<file path="src/rtl/store_buffer.sv">
// Store buffer between the execute stage and data memory.
// A DEPTH-entry circular queue of pending word stores that supports three
// behaviours:
//   - combinational forwarding of the youngest matching store to loads;
//   - merging of a store into the youngest entry when the addresses match;
//   - in-order drain to memory, at most one write per cycle, back-pressured by
//     i_mem_ready.
// DEPTH must be a power of two and at least 2. The head and tail pointers then
// wrap naturally at log2(DEPTH) bits.

module store_buffer #(
   parameter int ADDR_W = 15,
   parameter int DATA_W = 16,
   parameter int DEPTH  = 4,
   parameter int CNT_W  = $clog2(DEPTH) + 1
) (
   input  logic              clk,
   input  logic              rst_n,
   input  logic              i_st_valid,
   output logic              o_st_ready,
   input  logic [ADDR_W-1:0] i_st_addr,
   input  logic [DATA_W-1:0] i_st_data,
   input  logic [ADDR_W-1:0] i_ld_addr,
   output logic              o_ld_hit,
   output logic [DATA_W-1:0] o_ld_data,
   output logic              o_mem_wen,
   output logic [ADDR_W-1:0] o_mem_waddr,
   output logic [DATA_W-1:0] o_mem_wdata,
   input  logic              i_mem_ready,
   output logic [CNT_W-1:0]  o_count,
   output logic              o_empty,
   output logic              o_full
);

   localparam int PTR_W = $clog2(DEPTH);

   // Entry storage. Only the valid bits are reset; address and data are
   // meaningless while their valid bit is clear.
   logic [DEPTH-1:0]  r_valid;
   logic [ADDR_W-1:0] r_addr [DEPTH];
   logic [DATA_W-1:0] r_data [DEPTH];

   // Queue bookkeeping. The count is kept in its own register so that
   // full and empty never need to be decoded from the pointers.
   logic [PTR_W-1:0]  r_head;
   logic [PTR_W-1:0]  r_tail;
   logic [CNT_W-1:0]  r_count;

   logic              w_empty;
   logic              w_full;
   logic              w_drainFire;
   logic              w_stReady;
   logic              w_accept;
   logic [PTR_W-1:0]  w_youngest;
   logic              w_youngestDraining;
   logic              w_coalesce;
   logic              w_enqueue;
   logic              w_ldHit;
   logic [DATA_W-1:0] w_ldData;

   // Occupancy flags come straight from the count register.
   assign w_empty = (r_count == '0);
   assign w_full  = (r_count == CNT_W'(DEPTH));

   // The head entry is always on offer to memory while anything is buffered.
   // A ready pulse while empty does nothing because w_drainFire stays low.
   assign w_drainFire = !w_empty && i_mem_ready;

   // A full buffer can still take a store in the same cycle that it drains.
   // This puts i_mem_ready on a combinational path to o_st_ready on purpose.
   assign w_stReady = !w_full || w_drainFire;
   assign w_accept  = i_st_valid && w_stReady;

   // Only the youngest entry is a merge candidate. Merging into an older
   // entry would move that store ahead of younger stores to other addresses
   // and break program order at memory. The youngest entry is also
   // excluded when it is the head and is leaving this cycle, because
   // otherwise the new data would be lost with it.
   assign w_youngest         = r_tail - PTR_W'(1);
   assign w_youngestDraining = w_drainFire && (w_youngest == r_head);
   assign w_coalesce         = w_accept && !w_empty
                               && (i_st_addr == r_addr[w_youngest])
                               && !w_youngestDraining;
   assign w_enqueue          = w_accept && !w_coalesce;

   // Head and tail pointers plus the occupancy count. A merge leaves the
   // tail and the count unchanged. A drain and an enqueue in the same cycle
   // also leave the count unchanged.
   always_ff @(posedge clk or negedge rst_n) begin
      if (!rst_n) begin
         r_head  <= '0;
         r_tail  <= '0;
         r_count <= '0;
      end else begin
         if (w_drainFire) begin
            r_head <= r_head + PTR_W'(1);
         end
         if (w_enqueue) begin
            r_tail <= r_tail + PTR_W'(1);
         end
         if (w_enqueue && !w_drainFire) begin
            r_count <= r_count + CNT_W'(1);
         end else if (w_drainFire && !w_enqueue) begin
            r_count <= r_count - CNT_W'(1);
         end
      end
   end

   // Valid bits. Reset discards every pending store at once. When the
   // buffer is full and drains and enqueues together, tail equals head.
   // The later enqueue assignment then wins, so the freed slot is
   // immediately reused.
   always_ff @(posedge clk or negedge rst_n) begin
      if (!rst_n) begin
         r_valid <= '0;
      end else begin
         if (w_drainFire) begin
            r_valid[r_head] <= 1'b0;
         end
         if (w_enqueue) begin
            r_valid[r_tail] <= 1'b1;
         end
      end
   end

   // Address and data payload. A new entry writes both fields. A merge only
   // replaces the data of the youngest entry.
   always_ff @(posedge clk) begin
      if (w_enqueue) begin
         r_addr[r_tail] <= i_st_addr;
         r_data[r_tail] <= i_st_data;
      end else if (w_coalesce) begin
         r_data[w_youngest] <= i_st_data;
      end
   end

   // Load lookup. The scan walks from the oldest entry to the youngest, so
   // the last match seen is the youngest and its data wins. A store
   // being accepted this cycle is not yet in the array and stays invisible.
   // The head entry still matches during its drain cycle, because memory
   // only takes the value at the coming edge.
   always_comb begin
      w_ldHit  = 1'b0;
      w_ldData = '0;
      for (int i = 0; i < DEPTH; i++) begin
         if (r_valid[r_head + PTR_W'(i)]
             && (r_addr[r_head + PTR_W'(i)] == i_ld_addr)) begin
            w_ldHit  = 1'b1;
            w_ldData = r_data[r_head + PTR_W'(i)];
         end
      end
   end

   assign o_st_ready  = w_stReady;
   assign o_ld_hit    = w_ldHit;
   assign o_ld_data   = w_ldData;
   assign o_mem_wen   = !w_empty;
   assign o_mem_waddr = r_addr[r_head];
   assign o_mem_wdata = r_data[r_head];
   assign o_count     = r_count;
   assign o_empty     = w_empty;
   assign o_full      = w_full;

endmodule

</file>
<file path="config.mk">
export PLATFORM = sky130hd
export DESIGN_NAME = store_buffer
export DESIGN_NICKNAME = d
export VERILOG_FILES = /design/src/rtl/store_buffer.sv
export SDC_FILE = /design/constraint.sdc
export NUM_CORES = 1
export LEC_CHECK = 0
export CORE_MARGIN = 1.5
export CORE_UTILIZATION = 45
export CTS_BUF_LIST = sky130_fd_sc_hd__clkbuf_4
export CTS_CLUSTER_SIZE = 20
export DETAILED_ROUTE_END_ITERATION = 10
export PLACE_DENSITY = 0.69
export RECOVER_POWER = 100
export SLEW_MARGIN = 15
export SYNTH_ARGS = -nofsm -noshare
export SYNTH_HDL_FRONTEND = slang
export SYNTH_SLANG_ARGS = --single-unit
</file>
<file path="constraint.sdc">
create_clock -name clk -period 5.7 [get_ports clk]
set_input_delay 0.57 -clock clk [delete_from_list [all_inputs] [get_ports clk]]
set_output_delay 0.57 -clock clk [all_outputs]
set_load 0.02 [all_outputs]
</file>
==> run metrics <==
Final Max Tran Viols 34; drt via density around 6.4; total overflow reported by the global router 0; count of port buffers added during placement ~100; all-layer global routing usage 0.227; number of iterations in the first detailed-routing pass 5; area of the core region approximately 0.021 mm^2; Area Overhead vs Synth 15.6%; synthesized area per cell between 10 and 15 um^2; Seq cells post-synth approximately 140; DRC viols 0; final core occ 0.534; CTS tree built; dpl cells just over 1000; number of distinct library cells after synthesis 53; arrival time of the worst setup path ~5000 ps; Resized Gates After CTS 0; Setup crit start kind flip-flop; buffers inserted by post-CTS timing repair 0; CP Data Required Time just over 5000 ps; weighted congestion reported at the end of routability-driven placement 0.919; number of enable-type register cells in the synthesized netlist roughly 120; top post-synthesis cells by area edfxtp_1 38%, mux4_2 27%, mux2i_1 4.8%; Yosys top cell area share 0.381; global-route wire length before repair approximately 38000 um; Final Cell Area ~0.011 mm^2; drt initial violations 587; final sum of negative setup slack 0 ps; Cells after Synth between 600 and 700; Min-Delay Path Class in -> async; number of standard cells in the final layout excluding fillers around 1100; Final Net Count between 800 and 900; Post-DP HPWL ~17000 um; highest fanout seen on the critical path 32; actual transition at the worst max-transition pin between 2000 and 2500 ps; Final Skew roughly 27 ps; H-Tree Level Count 4; shortest clock period the worst path allows after layout between 5000 and 6000 ps; fraction of final layout cells with drive strength greater than 1 0.244; hold buffer count at CTS 0; initial cell density of the core 0.462; number of buffers inserted during clock tree synthesis 17; Avg WL per Cell approximately 23 um; root buffer cell clkbuf_4; achievable clock frequency 182 MHz; clock transition at the registers of the reported paths between 100 and 150 ps; Max IR drop VDD 341 uV; number of standard-cell rows in the floorplan 53; Finish-stage setup viols 0; horizontal die dimension approximately 150 um; Syn Std Cell Area just under 0.01 mm^2; largest area contributor in the synthesized netlist edfxtp_1; status finished with violations; die span in y about 150 um; Most common cell on crit path buf_4; I/O pin count 105; register area share after synthesis 0.410; Critical Path Max Stage Delay around 660 ps; Leakage Power between 0.003 and 0.004 uW; detailed-route via count between 6000 and 7000; violations in the final reports max-capacitance violations, max-slew violations; pin count of the biggest net entering global routing between 100 and 150; headroom to the max-slew limit -0.346; via count of the first global-routing pass roughly 7000; most used flip-flop cell after synthesis edfxtp_1; count of warnings emitted by yosys 0; antenna violations before repair 2; ratio of final minimum period to clock period 0.962; full die area between 0.02 and 0.025 mm^2; Post-synth ARST share 0.0815; Power Dens Cells 548 mW/mm^2; Maximum Capacitance Violations 1; cell-by-cell trace of the critical path inv_1, buf_4, ha_4, mux4_1, xor2_1, nor4_1, o211ai_1, nor2_1, buf_4, nand2_1, a311oi_1, clkdlybuf4s50_1; Worst-Skew Late Latency around 560 ps; antenna viol nets, final 0; worst-case setup margin in the final layout 217 ps; Synthesized Nets ~750; instance area after placement between 0.01 and 0.015 mm^2; sort of element at the end of the critical path primary output; category of the most critical setup path reg -> out; final wirelength ~25000 um; maximum number of buffers from clock root to sink 2; Setup Slack @ Placement 878 ps; critical-path cell with the highest stage delay clkdlybuf4s50_1; Sink Count about 140; Final Hold Viols 0
[layer usage]
| layer | part of all wire | global-route usage |
|---|---|---|
| met1 | 0.41 | 0.307 |
| met4 | 0.024 | 0.0804 |
| met2 | 0.50 | 0.369 |
| met3 | 0.068 | 0.0415 |
| met5 | 0 | 0 |
[cell usage in the layout, fill, tap and decap left out, types with 9 or more instances in the layout]
| master | instances |
|---|---|
| clkdlybuf4s50_1 | 34 |
| nand3_1 | 19 |
| a311oi_1 | 9 |
| edfxtp_1 | 124 |
| inv_1 | 13 |
| a21oi_1 | 10 |
| dlygate4sd3_1 | 70 |
| dfrtp_1 | 9 |
| xor2_1 | 41 |
| nand3_2 | 9 |
| xnor2_1 | 49 |
| clkbuf_4 | 20 |
| buf_4 | 12 |
| nor3_1 | 19 |
| nand2_1 | 41 |
| mux4_2 | 117 |
| mux2i_1 | 47 |
| nor2_1 | 26 |
[through the flow]
| step | total power [uW] | hold WS (ps) |
|---|---|---|
| 4_1_cts | 6280 | 319 |
| 2_1_floorplan | 4560 | 274 |
| 3_5_place_dp | 5540 | 523 |
| 5_1_grt | 6550 | 430 |
| 3_3_place_gp | 5470 | 489 |
| 6_report | 6180 | 421 |
[synth_stat cells, drive strengths merged (4+ instances only)]
| cell type | count |
|---|---|
| xnor2 | 49 |
| or3 | 5 |
| nor2 | 26 |
| dfrtp | 11 |
| clkbuf | 19 |
| a21oi | 11 |
| o22ai | 4 |
| o21ai | 5 |
| nand3 | 28 |
| nor4 | 8 |
| mux4 | 118 |
| inv | 13 |
| xor2 | 41 |
| mux2i | 47 |
| a311oi | 16 |
| a22o | 4 |
| nand2 | 41 |
| edfxtp | 124 |
| ha | 9 |
| nand2b | 4 |
| buf | 41 |
| nand4 | 7 |
| and2 | 6 |
| nor3 | 19 |
[final timing paths]
check	endpoint	start	slack, ps	cells past startpoint
setup / recovery	o_ld_data[0]	r_head[0]	220	12
hold / removal	r_head[0]	rst_n	420	1
setup reg to reg	r_addr[3][7]	r_head[1]	450	9
hold reg to reg	o_count[2]	o_count[2]	540	1
max in group asynchronous	r_head[1]	rst_n	4860	1
min in group clk	o_count[2]	o_count[2]	540	1
[worst max-delay path: cells and delay by family (launching register included)]
kind                       cells  cell delay, ps
AOI/OAI and AO/OA              2             540
xor gates and xnor gates       1             160
adders and majority gates      1             610
buffers and inverters          4            1170
DFF                            1             450
muxes                          1             630
and+or+nand+nor                3             750
[power breakdown]
part           switching [uW]  internal (uW)  total (uW)  leakage [uW]
Combinational            1960           1950        3910       0.00228
Sequential                209           1330        1540       0.00126
Clock                     364            363         727      0.000170
[final cells by class]
cell class                 instances  area [um^2]
fill                            1745         9870
sequential                       135         4010
multi-input combinational        479         5370
inverter                          14         52.6
antenna                            3         7.51
clock buffer                      20          150
timing repair buffer             122         1170
clock inverter                    12          179
tap                              275          344
[kinds of logic after synthesis]
| group | Yosys count | share of synthesized area |
|---|---|---|
| compound gates | 59 | 0.0522 |
| flops | 135 | 0.410 |
| buf+inv | 74 | 0.0406 |
| simple gates | 153 | 0.0802 |
| fa+ha+maj | 10 | 0.0136 |
| mux | 167 | 0.323 |
| xor+xnor | 90 | 0.0807 |
[flip-flops by register name, summed over array words and instances (netlist names)]
register,cells
o_count,3
r_data,64
r_addr,60
r_head,2
r_valid,4
r_tail,2
Power figures use the tool's default switching activity.
